File: src/rtl/mips_ex_alu_unit.sv
// EX-stage ALU for the 5-stage MIPS pipeline: ALU control decode, 32-bit ALU with a registered
// result copy, and ID-stage BEQ/BNE operand forwarding. Optional macro: ALU_OVERFLOW_EN.
module mips_ex_alu_unit #(
  parameter int unsigned DATA_W = 32,
  parameter int unsigned REG_AW = 5
) (
  input  logic              clock,
  input  logic              reset,
  input  logic [5:0]        idex_op,
  input  logic [5:0]        idex_funct,
  input  logic [DATA_W-1:0] op_a,
  input  logic [DATA_W-1:0] op_b,
  input  logic [5:0]        ifid_op,
  input  logic [REG_AW-1:0] ifid_rs,
  input  logic [REG_AW-1:0] ifid_rt,
  input  logic [REG_AW-1:0] exmem_dest,
  input  logic [REG_AW-1:0] memwb_dest,
  output logic [2:0]        alu_ctrl,
  output logic [DATA_W-1:0] alu_result,
  output logic [DATA_W-1:0] alu_result_q,
  output logic              zero,
  output logic              overflow,
  output logic [1:0]        br_fwd_a,
  output logic [1:0]        br_fwd_b
);

  localparam logic [5:0] OpRtype = 6'b000000;
  localparam logic [5:0] OpBeq   = 6'b000100;
  localparam logic [5:0] OpBne   = 6'b000101;
  localparam logic [5:0] OpAddi  = 6'b001000;
  localparam logic [5:0] OpAndi  = 6'b001100;
  localparam logic [5:0] OpOri   = 6'b001101;
  localparam logic [5:0] OpLw    = 6'b100011;
  localparam logic [5:0] OpSw    = 6'b101011;

  localparam logic [2:0] CtrlAnd  = 3'b000;
  localparam logic [2:0] CtrlOr   = 3'b001;
  localparam logic [2:0] CtrlAdd  = 3'b010;
  localparam logic [2:0] CtrlXor  = 3'b011;
  localparam logic [2:0] CtrlNor  = 3'b100;
  localparam logic [2:0] CtrlPass = 3'b101;
  localparam logic [2:0] CtrlSub  = 3'b110;
  localparam logic [2:0] CtrlSlt  = 3'b111;

  always_comb begin
    alu_ctrl = CtrlAdd;
    case (idex_op)
      OpRtype: begin
        case (idex_funct)
          6'h20:   alu_ctrl = CtrlAdd;
          6'h22:   alu_ctrl = CtrlSub;
          6'h24:   alu_ctrl = CtrlAnd;
          6'h25:   alu_ctrl = CtrlOr;
          6'h26:   alu_ctrl = CtrlXor;
          6'h27:   alu_ctrl = CtrlNor;
          6'h2A:   alu_ctrl = CtrlSlt;
          default: alu_ctrl = CtrlAdd;
        endcase
      end
      OpLw, OpSw, OpAddi: alu_ctrl = CtrlAdd;
      OpBeq, OpBne:       alu_ctrl = CtrlSub;
      OpAndi:             alu_ctrl = CtrlAnd;
      OpOri:              alu_ctrl = CtrlOr;
      default:            alu_ctrl = CtrlAdd;
    endcase
  end

  logic [DATA_W-1:0] sum;
  logic [DATA_W-1:0] diff;
  logic              slt;

  assign sum  = op_a + op_b;
  assign diff = op_a - op_b;
  assign slt  = $signed(op_a) < $signed(op_b);

  always_comb begin
    alu_result = '0;
    case (alu_ctrl)
      CtrlAnd:  alu_result = op_a & op_b;
      CtrlOr:   alu_result = op_a | op_b;
      CtrlAdd:  alu_result = sum;
      CtrlXor:  alu_result = op_a ^ op_b;
      CtrlNor:  alu_result = ~(op_a | op_b);
      CtrlPass: alu_result = op_b;
      CtrlSub:  alu_result = diff;
      CtrlSlt:  alu_result = {{(DATA_W-1){1'b0}}, slt};
      default:  alu_result = '0;
    endcase
  end

  assign zero = (alu_result == '0);

`ifdef ALU_OVERFLOW_EN
  always_comb begin
    overflow = 1'b0;
    if (alu_ctrl == CtrlAdd) begin
      overflow = (op_a[DATA_W-1] == op_b[DATA_W-1]) && (sum[DATA_W-1] != op_a[DATA_W-1]);
    end else if (alu_ctrl == CtrlSub) begin
      overflow = (op_a[DATA_W-1] != op_b[DATA_W-1]) && (diff[DATA_W-1] != op_a[DATA_W-1]);
    end
  end
`else
  assign overflow = 1'b0;
`endif

  always_ff @(posedge clock or posedge reset) begin
    if (reset) begin
      alu_result_q <= '0;
    end else begin
      alu_result_q <= alu_result;
    end
  end

  // Register $0 is hardwired zero, so it is never a forwarding source; EX/MEM wins over MEM/WB.
  logic is_branch;
  assign is_branch = (ifid_op == OpBeq) || (ifid_op == OpBne);

  always_comb begin
    br_fwd_a = 2'b00;
    br_fwd_b = 2'b00;
    if (is_branch) begin
      if (exmem_dest != '0 && exmem_dest == ifid_rs) begin
        br_fwd_a = 2'b01;
      end else if (memwb_dest != '0 && memwb_dest == ifid_rs) begin
        br_fwd_a = 2'b10;
      end
      if (exmem_dest != '0 && exmem_dest == ifid_rt) begin
        br_fwd_b = 2'b01;
      end else if (memwb_dest != '0 && memwb_dest == ifid_rt) begin
        br_fwd_b = 2'b10;
      end
    end
  end

endmodule

File: config.mk
export PLATFORM = sky130hd
export DESIGN_NAME = mips_ex_alu_unit
export DESIGN_NICKNAME = d
export VERILOG_FILES = /design/src/rtl/mips_ex_alu_unit.sv
export SDC_FILE = /design/constraint.sdc
export NUM_CORES = 1
export LEC_CHECK = 0
export ABC_CLOCK_PERIOD_IN_PS = 5800
export CORE_MARGIN = 5
export CORE_UTILIZATION = 52
export CTS_BUF_LIST = sky130_fd_sc_hd__clkbuf_4 sky130_fd_sc_hd__clkbuf_8 sky130_fd_sc_hd__clkbuf_16
export DETAILED_ROUTE_END_ITERATION = 7
export PLACE_DENSITY_LB_ADDON = 0.2
export SYNTH_ARGS = -nofsm -noshare
export SYNTH_HDL_FRONTEND = slang
export SYNTH_SLANG_ARGS = --single-unit
File: constraint.sdc
create_clock -name clock -period 5.8 [get_ports clock]
set_input_delay 0.58 -clock clock [delete_from_list [all_inputs] [get_ports clock]]
set_output_delay 0.58 -clock clock [all_outputs]
set_load 0.1 [all_outputs]
==> implementation parameters <==
Parameter                              Value

Synth
  Number of unique standard cell types used by synthesis ... slightly above 90
  Avg Inst Size Synth ... 7.05 um2
  Area leader, netlist ... sky130_fd_sc_hd__ha_1
  Area share of the largest cell type after synthesis ... 17.3%
  Instance count of the mapped netlist ... 1025
  Leading cell type by number of instances after synthesis ... sky130_fd_sc_hd__ha_1
  Netlist Area Pre-Place ... 7230 um2
  Net count of the mapped netlist ... 1231
  Main synth FF type ... sky130_fd_sc_hd__dfrtp_1
  Ranking of synthesized cells by area ... sky130_fd_sc_hd__ha_1, sky130_fd_sc_hd__dfrtp_1, sky130_fd_sc_hd__o21ai_0
  List of most frequent post-synthesis cells ... sky130_fd_sc_hd__ha_1, sky130_fd_sc_hd__inv_1, sky130_fd_sc_hd__o21ai_0, sky130_fd_sc_hd__nor2_1, sky130_fd_sc_hd__a21oi_1
  Number of warnings issued by yosys ... 0
  Number of enable-type register cells in the synthesized netlist ... 0
  Asr flop ratio synth ... 100%
  Number of flip-flops and latches in the synthesized netlist ... 32
  Register area share after synthesis ... 11.1%

Flow run
  MaxCap Viol Count ... 0

Drt
  Total DRC errors in the routed layout ... 0
  Wire length per cell ... 20.0 um
  Number of DRC violations after detailed-routing iteration 0 ... 1321
  Detailed-routing iteration count for the pre-antenna-repair pass ... 6
  Via-to-Cell Ratio ... roughly 6.3
  Wire length reported by the detailed router ... a little under 30000 um
  Overall via count from detail_route ... 9296
  Post-route ant nets ... 0

Global route
  Vias in the first global route ... 8858
  Met2 global-route usage ... 55.0%
  Gr busiest metal ... met2
  GR met3 Demand/Resource ... 6.75%
  Antenna violations before repair ... 0
  Global-route wire length before repair ... between 40000 and 50000 um
  Total congestion overflow after global routing ... 0
  Maximum number of pins on one net before global-route repair ... 33
  Overall fraction of global-route tracks in use ... 34.7%
  Global routing usage on met1 ... 47.1%

Power and ir drop
  Power density normalized to cell area ... 221 nW/um2
  Total chip power ... approximately 2.3 mW
  Peak supply drop ... around 0.17 mV
  Leakage power ... 4.66 nW

Clock tree
  Clock Pin Slew Worst Setup and Hold Paths ... around 0.050 ns
  TritonCTS clock tree ... yes
  CTS Buf Count ... 5
  H-tree levels ... 2
  Root buffer cell ... sky130_fd_sc_hd__clkbuf_16
  Maximum clock insertion buffer count ... 2
  Number of sinks driven by the clock tree ... 32

STA
  Total count of max-transition violations in the final report ... 0
  Slew @ Worst Pin ... 1.00 ns
  Max frequency ... 176 MHz
  Slew HR ... 33.0%
  Hold Fails Final Rpt ... 0
  Share of the clock period used by the worst path after layout ... 98.2%
  Number of failing setup endpoints in the final timing report ... 0
  Post-layout min period ... 5.70 ns
  Setup Total Neg Slack ... 0 ns

Layout
  Largest reg by FF count ... alu_result_q
  Number of flip-flops in the largest register ... 32
  Final #Nets ... 1492
  Final instance area ... 10400 um2
  Fraction of final layout cells sized beyond drive strength 1 ... 19.6%
  Antenna cells ... 0
  Area growth from synthesis to layout ... 43.6%
  Largest registers ... alu_result_q: 32 flops

Floorplan
  Horizontal die dimension ... 128 um
  Die height ... 128 um
  Die area ... around 16000 um2
  Initial Utilization ... 52.5%
  Total I/O pin count ... 177
  # rows ... 43
  Placeable core area ... 13800 um2

Place
  Number of buffers inserted by port buffering ... 174
  Area after detailed placement ... 10100 um2
  Final Wtd Congestion ... 1.03
  Placed wire-length estimate after detailed placement ... between 20000 and 25000 um

Worst hold path
  Path class of the lowest-slack min-delay path ... in2async

Critical path
  Critical path fanouts, max ... 7
  Nature of the critical path startpoint ... primary input
  Endpoint kind of the worst setup timing path ... output port
  CP Data Arrival Time ... 5.12 ns
  Worst Path Class, Setup ... in2out
  Worst Path Required ... 5.22 ns

Status
  Outcome ... finished clean
## layout by cell type (no fill, tap or decap), types with 11 or more instances in the layout
master | netlist | routed
sky130_fd_sc_hd__o31ai_1 | 12 | 11
sky130_fd_sc_hd__o211ai_1 | 12 | 12
sky130_fd_sc_hd__a21o_1 | 17 | 17
sky130_fd_sc_hd__xor2_1 | 14 | 14
sky130_fd_sc_hd__a21oi_1 | 79 | 75
sky130_fd_sc_hd__or4_1 | 12 | 12
sky130_fd_sc_hd__nor2_1 | 83 | 83
sky130_fd_sc_hd__nand2b_1 | 11 | 11
sky130_fd_sc_hd__o221ai_1 | 13 | 13
sky130_fd_sc_hd__nand3_1 | 23 | 22
sky130_fd_sc_hd__clkdlybuf4s50_1 | 0 | 139
sky130_fd_sc_hd__nor2b_1 | 17 | 17
sky130_fd_sc_hd__nand4_1 | 14 | 14
sky130_fd_sc_hd__buf_4 | 1 | 166
sky130_fd_sc_hd__a211oi_1 | 16 | 12
sky130_fd_sc_hd__dfrtp_1 | 32 | 32
sky130_fd_sc_hd__o21ai_0 | 97 | 93
sky130_fd_sc_hd__xnor2_1 | 19 | 19
sky130_fd_sc_hd__inv_1 | 97 | 96
sky130_fd_sc_hd__o21a_1 | 13 | 13
sky130_fd_sc_hd__ha_1 | 100 | 97
sky130_fd_sc_hd__nand2_1 | 64 | 62
sky130_fd_sc_hd__nor3_1 | 36 | 34
## final timing paths
| path | start | endpoint | slack, ns | cells past startpoint |
|---|---|---|---|---|
| setup / recovery | op_b[3] | zero | 0.10 | 16 |
| hold / removal | reset | alu_result_q[0] | 0.70 | 3 |
| max in group asynchronous | reset | alu_result_q[24] | 4.79 | 3 |
| min in group clock | op_b[1] | alu_result_q[1] | 1.15 | 7 |
## worst max-delay path, cell delays in order
cell,delay [ns]
sky130_fd_sc_hd__clkdlybuf4s50_1,0.51
sky130_fd_sc_hd__inv_1,0.08
sky130_fd_sc_hd__ha_2,0.41
sky130_fd_sc_hd__nor2_1,0.07
sky130_fd_sc_hd__buf_4,0.14
sky130_fd_sc_hd__a211oi_4,0.30
sky130_fd_sc_hd__and2_4,0.22
sky130_fd_sc_hd__nor4b_1,0.05
sky130_fd_sc_hd__o31a_1,0.28
sky130_fd_sc_hd__o32a_4,0.31
sky130_fd_sc_hd__or4_1,0.55
sky130_fd_sc_hd__or4_1,0.47
sky130_fd_sc_hd__nor4_4,0.17
sky130_fd_sc_hd__or4b_4,0.53
sky130_fd_sc_hd__nor4_4,0.21
sky130_fd_sc_hd__buf_12,0.21
## layout make-up
class                   count  area, um2
flip-flops and latches     32        801
repair buffers            308       2680
clock buffers               8        154
well taps                 180        225
fillers                  1157       3390
inverters                  99        377
multi-input cells         840       6140
## power by group
group / switching [mW] / total (mW) / internal (mW)
Combinational: 1.21 / 1.74 / 0.529
Clock: 0.0977 / 0.278 / 0.181
Sequential: 0.0126 / 0.280 / 0.267
## metal layers
layer,vias to the layer above,part of all wire (%)
met5,-,0
met4,0,3.4
met3,101,14
met2,714,44
met1,4212,39
li1,4269,-
## kinds of logic (layout without fill, tap and decap cells)
family	count (synthesis)	after routing	share of synthesized area (%)
flops	32	32	11.1
other cells	1	1	0.0519
buf+inv	153	415	8.15
fa+ha+maj	102	102	17.9
simple gates	325	325	23.3
compound gates	370	370	34.2
mux	9	9	1.30
xor+xnor	33	33	4.00
## through the flow
stage | std cells | hold WS (ns) | util [%] | setup slack, ns
finish | 1467 | 0.704 | 75.4 | 0.103
global route | 1467 | 0.767 | 75.4 | -0.0186
CTS | 1464 | 0.725 | 74.6 | 0.0229
detailed placement | 1456 | 1.01 | 73.3 | -0.262
global placement | 1456 | 0.998 | 73.3 | -0.165
floorplan | 1025 | 0.696 | - | -0.459
## repair_timing
action,CTS,global route
buffers inserted,0,3
gates resized for setup,4,19
setup endpoints to repair,1,1
pin swaps,2,4
hold buffers,0,0
Power figures use the tool's default switching activity.
